File: config.mk
export PLATFORM = sky130hd
export DESIGN_NAME = wide_add_seq
export DESIGN_NICKNAME = d
export VERILOG_FILES = /design/src/rtl/wide_add_seq.sv
export SDC_FILE = /design/constraint.sdc
export NUM_CORES = 1
export LEC_CHECK = 0
export BUFFER_PORTS_ARGS = -buffer_cell sky130_fd_sc_hd__buf_2
export CORE_MARGIN = 5
export CORE_UTILIZATION = 45
export DETAILED_ROUTE_END_ITERATION = 10
export PLACE_DENSITY_LB_ADDON = 0.05
export SETUP_SLACK_MARGIN = 0.1
export SLEW_MARGIN = 5
export SYNTH_ARGS = -nofsm -noshare
export SYNTH_HDL_FRONTEND = slang
export SYNTH_SLANG_ARGS = --single-unit
File: constraint.sdc
create_clock -name clk -period 24.4 [get_ports clk]
set_input_delay 3.66 -clock clk [delete_from_list [all_inputs] [get_ports clk]]
set_output_delay 3.66 -clock clk [all_outputs]
set_load 0.02 [all_outputs]
File: src/rtl/wide_add_seq.sv
// wide_add_seq: multi-cycle NUM_WORDS x 32-bit add/subtract. It drives one shared
// external 32-bit combinational adder. The adder receives one slice per cycle,
// least significant word first, and the carry is chained between cycles.
//
// Ports:
//   clk, rst          rising-edge clock, asynchronous active-high reset
//   start             request, accepted in IDLE or DONE
//   op_sub            0: A+B+cin, 1: A-B (cin ignored)
//   cin               carry-in for add mode
//   op_a, op_b        W-bit operands, sampled on accept
//   busy              high while slices are being fed to the adder
//   done              one-cycle completion pulse
//   sum, cout, ovf    wide result, carry out, signed overflow; held until next completion
//   add_a, add_b      slice operands to the external adder (0 outside RUN)
//   add_cin           carry into the external adder (0 outside RUN)
//   add_sum, add_cout combinational return from the external adder
module wide_add_seq #(
  parameter  int unsigned NUM_WORDS = 4,
  localparam int unsigned W         = 32 * NUM_WORDS,
  localparam int unsigned IW        = $clog2(NUM_WORDS)
) (
  input  logic          clk,
  input  logic          rst,
  input  logic          start,
  input  logic          op_sub,
  input  logic          cin,
  input  logic [W-1:0]  op_a,
  input  logic [W-1:0]  op_b,
  output logic          busy,
  output logic          done,
  output logic [W-1:0]  sum,
  output logic          cout,
  output logic          ovf,
  output logic [31:0]   add_a,
  output logic [31:0]   add_b,
  output logic          add_cin,
  input  logic [31:0]   add_sum,
  input  logic          add_cout
);

  typedef enum logic [1:0] {S_IDLE, S_RUN, S_DONE} state_t;

  state_t          state;
  logic [W-1:0]    a_sh;
  logic [W-1:0]    b_sh;
  logic [W-33:0]   r_sh;    // words already produced; the current add_sum completes the result
  logic            carry;
  logic [IW-1:0]   idx;
  logic            a_msb;
  logic            b_msb;
  logic [W-1:0]    b_eff;
  logic [W-1:0]    res_next;

  // Effective B operand and the result as it stands after the current slice
  always_comb begin
    b_eff    = op_sub ? ~op_b : op_b;
    res_next = {add_sum, r_sh};
  end

  // The shift registers drain to zero after the last slice, and the carry is
  // cleared on completion, so the adder-side outputs are 0 outside RUN
  // without any extra gating.
  assign add_a   = a_sh[31:0];
  assign add_b   = b_sh[31:0];
  assign add_cin = carry;

  // Controller state, slice sequencing and result capture
  always_ff @(posedge clk or posedge rst) begin
    if (rst) begin
      state <= S_IDLE;
      a_sh  <= '0;
      b_sh  <= '0;
      r_sh  <= '0;
      carry <= 1'b0;
      idx   <= '0;
      a_msb <= 1'b0;
      b_msb <= 1'b0;
      busy  <= 1'b0;
      done  <= 1'b0;
      sum   <= '0;
      cout  <= 1'b0;
      ovf   <= 1'b0;
    end else begin
      done <= 1'b0;
      case (state)
        S_IDLE, S_DONE: begin
          if (start) begin
            a_sh  <= op_a;
            b_sh  <= b_eff;
            carry <= op_sub ? 1'b1 : cin;
            idx   <= '0;
            a_msb <= op_a[W-1];
            b_msb <= b_eff[W-1];
            busy  <= 1'b1;
            state <= S_RUN;
          end else begin
            state <= S_IDLE;
          end
        end
        S_RUN: begin
          a_sh  <= {32'b0, a_sh[W-1:32]};
          b_sh  <= {32'b0, b_sh[W-1:32]};
          r_sh  <= res_next[W-1:32];
          carry <= add_cout;
          idx   <= idx + IW'(1);
          if (idx == IW'(NUM_WORDS - 1)) begin
            sum   <= res_next;
            cout  <= add_cout;
            // Overflow only when both operand signs agree and the result sign differs
            ovf   <= (a_msb == b_msb) && (add_sum[31] != a_msb);
            carry <= 1'b0;
            idx   <= '0;
            busy  <= 1'b0;
            done  <= 1'b1;
            state <= S_DONE;
          end
        end
        default: state <= S_IDLE;
      endcase
    end
  end

endmodule

After elaboration in Yosys (flattened, before gate mapping)

Index checks and enable logic that the tools add are counted.

Add/subtract/negate cells: 1
Equal/unequal tests: 7
Mux-type cells: 20
Bitwise operators: 1
Reductions and logical operators: 8

Operators with widths:

| operator                                             | count |
|---|---|
| case mux 128 bit (2 select lines)                    | 2 |
| two-way mux 128 bit                                  | 3 |
| inverter 128 bit                                     | 1 |
| two-way mux 1 bit                                    | 8 |
| case mux 2 bit (2 select lines)                      | 2 |
| two-way mux 2 bit                                    | 3 |
| AND reduction 2 bit                                  | 3 |
| equality test 2 bit (second input constant)          | 2 |
| != test 2 bit (second input constant)                | 2 |
| case mux 1 bit (2 select lines)                      | 2 |
| AND reduction 3 bit                                  | 1 |
| adder 2 x 1 -> 2 bit (second input constant)         | 1 |
| equality test 2 x 1 -> 1 bit (second input constant) | 1 |
| zero test 2 bit                                      | 1 |
| nonzero test 2 bit                                   | 1 |
| OR reduction 2 bit                                   | 1 |
| equality test 1 bit                                  | 1 |
| logical AND 1 bit                                    | 1 |
| != test 1 bit                                        | 1 |

Logic and storage cells: 50
Input port bits: 294
Output and inout bits: 197
Flip-flop bits (word level): 491

Logic depth before layout (Yosys ltp)

Gate-level depths: netlist of run 1.

Word-level depth: 4
Depth in mapped cells: 7

Least setup slack after synthesis of run 1

OpenSTA, ideal clock, no wires.

Path kind: input -> register
From: input port start
To: register b_sh[10]
Path slack: 19,740 ps
Setup time: 126 ps
Data arrival time: 4,534 ps
Required time: 24,274 ps
Cell stages on the path: 6
Path through: nor2b_1 buf_2 nor2_4 buf_6 buf_6 a221o_1

Word-level cells in the longest chain between the ends: 2

Ends and longest elaborated chain:

| what                                 | RTL line | RTL |
|---|---|---|
| start, declared                      | 24       | `input logic start,` |
| != test 2 bit (no source line)       | n/a      |  |
| AND reduction 2 bit (no source line) | n/a      |  |
| end signal, assigned                 | 102      | `b_sh <= {32'b0, b_sh[W-1:32]};` |
| end, declared                        | 45       | `logic [W-1:0] b_sh;` |

Every way passes these cells.
A chain may end at the register's enable or synchronous reset.

==> results of run 1 <==
-- registers in the layout, indices dropped and copies added, names as in the netlist --
signal / count
r_sh: 96
add_cin: 1
state: 2
sum: 128
a_sh: 128
cout: 1
b_sh: 128
b_msb: 1
idx: 2
ovf: 1
busy: 1
done: 1
a_msb: 1
-- where the power goes --
group          total (uW)  leakage [uW]  internal [uW]  switching, uW
registers            1410       0.00614           1190            221
clock network         804      0.000879            475            328
logic                1310       0.00544            490            820
-- kinds of logic after synthesis --
kind of cell               Yosys count
adders and majority gates            1
and+or+nand+nor                    594
buffers and inverters              208
xor gates and xnor gates           128
DFF                                491
AOI/OAI and AO/OA                  264
muxes                              129
-- worst max-delay path: stages --
cell and delay (ns):
buf_2 0.13, inv_8 0.52, buf_4 0.81, buf_4 0.92
-- stage by stage --
step	cells	total power (uW)	util
2_1_floorplan	1815	2400	-
3_3_place_gp	2718	2720	0.505
3_5_place_dp	2718	2750	0.505
4_1_cts	2815	3570	0.543
5_1_grt	2823	3760	0.544
6_report	2826	3530	0.544
-- per-layer routing --
metal	GRT usage	wire length (um)	vias up
li1	-	-	6943
met2	0.340	27000	389
met5	0	208	-
met1	0.306	25100	7361
met4	0.0538	1080	30
met3	0.0670	3860	93
-- final cells by class --
type	count	share of cell area
antenna	11	0.00111
clock buffer	79	0.0649
clock inverter	18	0.00607
inverter	3	0.000759
multi-input combinational	1116	0.295
sequential	491	0.497
tap	600	0.0303
timing repair buffer	508	0.105
-- how the worst min path moves through the flow --
| stage | slack (ns) | cells past startpoint | startpoint | endpoint |
|---|---|---|---|---|
| finish | 0.46 | 2 | r_sh[13] | r_sh[13] |
| global route | 0.49 | 2 | r_sh[13] | r_sh[13] |
| detailed placement | 0.46 | 2 | r_sh[29] | r_sh[29] |
| CTS | 0.47 | 2 | r_sh[13] | r_sh[13] |
| floorplan | 0.44 | 2 | r_sh[0] | r_sh[0] |
| global placement | 0.45 | 2 | r_sh[18] | r_sh[18] |
-- synthesized netlist by cell type (3+ instances only) --
cell and number:
xnor2_1 97, o21ai_0 3, a221o_1 96, nand3_1 96
dfrtp_1 491, buf_2 81, a22oi_1 96, mux2_2 74
a22o_1 64, buf_1 7, inv_1 3, buf_4 74
nor2_1 97, nand2_1 391, buf_6 9, mux2_1 55
clkbuf_1 34, xor2_1 31
-- cells in the final DEF (no fill, tap or decap), types with 3 or more instances in the layout --
cell | netlist | final
clkbuf_1 | 34 | 10
mux2_2 | 74 | 74
clkbuf_16 | 0 | 55
xnor2_1 | 97 | 97
xor2_1 | 31 | 31
buf_4 | 74 | 17
nor2_1 | 97 | 97
buf_2 | 81 | 489
mux2_1 | 55 | 55
nand3_1 | 96 | 96
diode_2 | 0 | 11
clkbuf_8 | 0 | 14
dfrtp_1 | 491 | 491
clkinv_2 | 0 | 13
a22o_1 | 64 | 64
nand2_1 | 391 | 391
o21ai_0 | 3 | 3
a22oi_1 | 96 | 96
a221o_1 | 96 | 96
==> flow_metrics.tcl, run 1 <==
set metrics [dict create \
    synth_top_area_frac 0.591 \
    synth-adder-area-share 0.000602 \
    worstSetupPathType "input pin to asynchronous set/reset pin" \
    die-width_um 225 \
    ant_nets 0 \
    slew_viol_final 0 \
    cts_hold_buf 0 \
    netlist_area_um2 20800 \
    period_minus_slack_ns 5.64 \
    drtIter0Drc 1305 \
    cts_buffers 53 \
    ys_seq_elements 491 \
    port_buffers 490 \
    cp-end-kind "asynchronous set/reset pin" \
    drive_above_1_share 0.305 \
    dp_slack_ns 17.95 \
    final_min_period_over_clock_period 0.231 \
    gp_congestion 0.791 \
    wl_per_cell_um 20.2 \
    fin_setup_tns_ns 0 \
    setup_viol 0 \
    rows 78 \
    synth_top_cell_by_area "dfrtp_1" \
    cts_tree "yes" \
    die_y_um 225 \
    dpl_cell_area_um2 23000 \
    cts_setup_buffers 0 \
    cp-endpoint "sum[28]" \
    worstSetupStartpointType "input pin" \
    startpoint "rst" \
    reg2regPathDepth 5 \
    die_area_um2 50600 \
    fin_hold_ws_ns 0.464 \
    vias 14800 \
    grt_max_degree 217 \
    routed_via_density 5.24 \
    power_density_nw_per_um2 143 \
    r2r_setup_slack_ns 21.49 \
    timing.critical_path.required_ns 24.96 \
    synth_ff_type "dfrtp_1" \
    core_area_um2 45500 \
    tightest_slew_ns 1.16 \
    n_fill_cell 4138 \
    status "finished clean" \
    dr.pass1.iters 5 \
    yosys.area_share.simple 0.115 \
    synth.distinct_cells 30 \
    cts.htree.levels 2 \
    io_pins 491 \
    relSlewSlack 0.229 \
    grt_pass1_wl_um 88800 \
    syn_inst 1815 \
    start_util 0.457 \
    yosysWarnings 0 \
    cts_root_buf "clkbuf_16" \
    setup_ws_ns 18.76 \
    cap_violations 0 \
    finalWirelength_um 57200 \
    vdd_drop_max_mv 0.102 \
    final_area_um2 24700 \
    cp_data_arrival_time_ns 6.19 \
    hold_path_class "flip-flop to flip-flop" \
    clock_latency_ns 0.59 \
    multi_input_area_um2 7290 \
    grt_pass1_vias 15200 \
    r2r_start "idx[0]" \
    finClkSkew_ns 0.0134 \
    rsz0062_at_grt "false" \
    netlist_top_cells_area "dfrtp_1 (59%), nand2_1 (7.1%), a221o_1 (4.6%), xnor2_1 (4.1%), mux2_2 (4.0%)" \
    synth.mux.area_fraction 0.0699 \
    gr-total-overflow 0 \
    grtUsageTotal 0.220 \
    max_freq_ghz 0.177 \
    leakage_uw 0.0125 \
    async_reset_ff_frac 1.00 \
    cts-resized-gates 0 \
    crit_fanout 117 \
    syn_avg_cell_area_um2 11.4 \
    synth-xor-area-share 0.0540 \
    cts_sinks 491 \
    synth-compound-area-share 0.110 \
    synth_top_family_by_area "simple AND/OR/NAND/NOR gates" \
    clk_pin_slew_ns 0.06 \
    rr_endpoint "sum[73]" \
    clk_path_buf_depth 3 \
    syn-num-nets 2110 \
    seq_area_um2 12300 \
    drc_errors 0 \
    ys_seq_area_frac 0.591 \
    dp_hpwl_um 37100 \
    synthToLayoutAreaGrowth_pct 19.1 \
    synth-edff-count 0 \
    hold_viol_final 0 \
    grt_antenna_before_repair 26 \
    nets 2468 \
]
No activity file was read; power rests on OpenSTA's default activity.
==> run 2: changes to the inputs <==
--- a/config.mk
+++ b/config.mk
@@ -5,6 +5,7 @@
 export SDC_FILE = /design/constraint.sdc
 export NUM_CORES = 1
 export LEC_CHECK = 0
+export ABC_AREA = 1
 export BUFFER_PORTS_ARGS = -buffer_cell sky130_fd_sc_hd__buf_2
 export CORE_MARGIN = 5
 export CORE_UTILIZATION = 45
==> constraint.sdc (replaced) <==
create_clock -name clk -period 5.1 [get_ports clk]
set_input_delay 0.765 -clock clk [delete_from_list [all_inputs] [get_ports clk]]
set_output_delay 0.765 -clock clk [all_outputs]
set_load 0.02 [all_outputs]
==> flow_metrics.tcl, run 2 <==
set metrics [dict create \
    grt_antenna_before_repair 30 \
    cp-end-kind "flip-flop" \
    slew_viol_final 0 \
    clk_pin_slew_ns 0.06 \
    setup_viol 0 \
    finalWirelength_um 63200 \
    rr_endpoint "a_sh[45]" \
    cts_root_buf "clkbuf_16" \
    wl_per_cell_um 16.5 \
    cts.htree.levels 2 \
    netlist_top_cells_area "dfrtp_1 (56%), nand2_1 (20%), nand3_1 (5.6%), inv_1 (3.4%), buf_4 (3.0%)" \
    synth_top_family_by_area "simple AND/OR/NAND/NOR gates" \
    multi_input_area_um2 7780 \
    final_min_period_over_clock_period 0.567 \
    fin_hold_ws_ns 0.0942 \
    drtIter0Drc 1414 \
    syn_inst 2771 \
    setup_ws_ns 2.21 \
    period_minus_slack_ns 2.89 \
    synthToLayoutAreaGrowth_pct 18.2 \
    r2r_setup_slack_ns 2.21 \
    leakage_uw 0.0143 \
    async_reset_ff_frac 1.00 \
    grt_pass1_vias 17500 \
    final_common_cell "nand2_1" \
    reg_top3 "a_sh (128), b_sh (128), sum (128)" \
    status "finished clean" \
    cts_buffers 53 \
    cts_hold_buf 0 \
    power_frac_comb 0.373 \
    power_density_nw_per_um2 647 \
    yosysWarnings 0 \
    ys_seq_elements 491 \
    synth_most_common_cell "nand2_1" \
    synth_top_cell_by_area "dfrtp_1" \
    nets 3396 \
    r2r_start "state[0]" \
    synth_common_cells "nand2_1 (1197), dfrtp_1 (491), nand3_1 (247)" \
    cp_data_arrival_time_ns 3.43 \
    drive_above_1_share 0.208 \
    cts_setup_buffers 0 \
    utilization 0.536 \
    ant_nets 0 \
    gp_congestion 0.850 \
    worstSetupPathType "flip-flop to flip-flop" \
    ys_seq_area_frac 0.556 \
    core_area_um2 48700 \
    start_util 0.454 \
    tightest_slew_ns 1.08 \
    dp_hpwl_um 42300 \
    vdd_drop_max_mv 0.504 \
    worstSetupStartpointType "flip-flop" \
    synth-xor-area-share 0.00554 \
    port_buffers 490 \
    final_cell_mix "nand2_1 (1194), dfrtp_1 (491), buf_2 (489)" \
    vias 18300 \
    cts_sinks 491 \
    timing.critical_path.required_ns 5.64 \
    clock_latency_ns 0.61 \
    yosys.area_share.simple 0.294 \
    drc_errors 0 \
    io_pins 491 \
    relSlewSlack 0.281 \
    grtUsageTotal 0.227 \
    die_area_um2 53700 \
    cap_violations 0 \
    syn_avg_cell_area_um2 7.98 \
    p_sw_frac 0.412 \
    hold_viol_final 0 \
    synth_ff_type "dfrtp_1" \
    cts_tree "yes" \
    crit_fanout 92 \
    hold_path_class "input pin to asynchronous set/reset pin" \
    grt_max_degree 235 \
    dp_slack_ns 1.83 \
    synth-edff-count 0 \
    rsz0062_at_grt "false" \
    die_y_um 232 \
    clk_path_buf_depth 3 \
    p_sw_uw 6970 \
    rows 81 \
    clockPowerShare 0.235 \
    synth.mux.area_fraction 0 \
    cts-resized-gates 0 \
    p_int_uw 9950 \
    seq_area_um2 12300 \
    reg2regPathDepth 7 \
    gr-total-overflow 0 \
    grt_pass1_wl_um 97900 \
    finClkSkew_ns 0.0217 \
    synth-adder-area-share 0.000566 \
    netlist_area_um2 22100 \
    n_fill_cell 4771 \
    seqPwrFrac 0.391 \
    max_freq_ghz 0.346 \
    die-width_um 232 \
    dr.pass1.iters 5 \
    synth_top_area_frac 0.556 \
    syn-num-nets 3066 \
    routed_via_density 4.78 \
    synth.distinct_cells 17 \
    synth-compound-area-share 0.0502 \
]
[run 2: changes by cell type in the layout (fill, tap and decap cells not counted), moves of 64 or more]
cell,change
nand3_1,+151
a22o_1,-64
a221o_1,-96
mux2_2,-74
o21ai_1,+96
xnor2_1,-83
a22oi_1,-96
o21ai_0,+121
nand2_1,+803
inv_1,+197
[run 2: how the worst max path moves through the flow]
stage	startpoint	endpoint	slack, ns	depth (start not counted)
2_1_floorplan	rst	a_msb	-2.32	1
3_3_place_gp	start	a_sh[11]	1.85	7
3_5_place_dp	start	a_sh[38]	1.83	7
4_1_cts	state[0]	a_sh[38]	2.17	7
5_1_grt	state[0]	a_sh[10]	1.95	7
6_report	state[0]	a_sh[45]	2.21	7
[run 2: logic make-up after synthesis]
group / Yosys count
AO/OA/AOI/OAI: 222
XOR/XNOR: 14
adder cells (fa/ha/maj): 1
buffers and inverters: 431
flip-flops: 491
AND/OR/NAND/NOR: 1612
[run 2: final cells by class]
class / instances / share of cell area
flip-flops and latches: 491 / 0.470
clock buffers: 75 / 0.0585
inverters: 203 / 0.0296
multi-input cells: 1849 / 0.297
repair buffers: 503 / 0.101
well taps: 664 / 0.0318
diodes: 16 / 0.00153
clock inverters: 22 / 0.0107
[run 2: through the flow]
stage / cell area [um^2] / instances / TNS (ns) / power [uW]
after detailed placement: 24300 / 3710 / 0 / 13100
after CTS: 26100 / 3807 / 0 / 17100
after floorplan: 22100 / 2771 / -1140.88 / 11400
final: 26200 / 3823 / 0 / 16900
after global routing: 26100 / 3817 / 0 / 18200
after global placement: 24300 / 3710 / 0 / 12900
[run 2: power groups by stage]
stage	clock network (uW)	registers [uW]	logic, uW
2_1_floorplan	0	7000	4370
3_3_place_gp	0	6630	6310
3_5_place_dp	0	6670	6400
4_1_cts	4090	6630	6420
5_1_grt	4220	6830	7140
6_report	3980	6630	6320
[run 2: critical path: stages (launching register included)]
cell     delay, ns
dfrtp_1       0.40
inv_2         0.10
nand2_4       0.62
nand2_1       0.24
inv_4         0.81
buf_12        0.36
nand2_1       0.11
nand2_1       0.08
[run 2: routing by layer]
layer | global-route usage | vias up | routed length (um)
li1 | - | 9157 | -
met3 | 0.0624 | 115 | 4400
met4 | 0.0641 | 26 | 1610
met1 | 0.321 | 8516 | 28300
met5 | 0 | - | 172
met2 | 0.346 | 462 | 28700
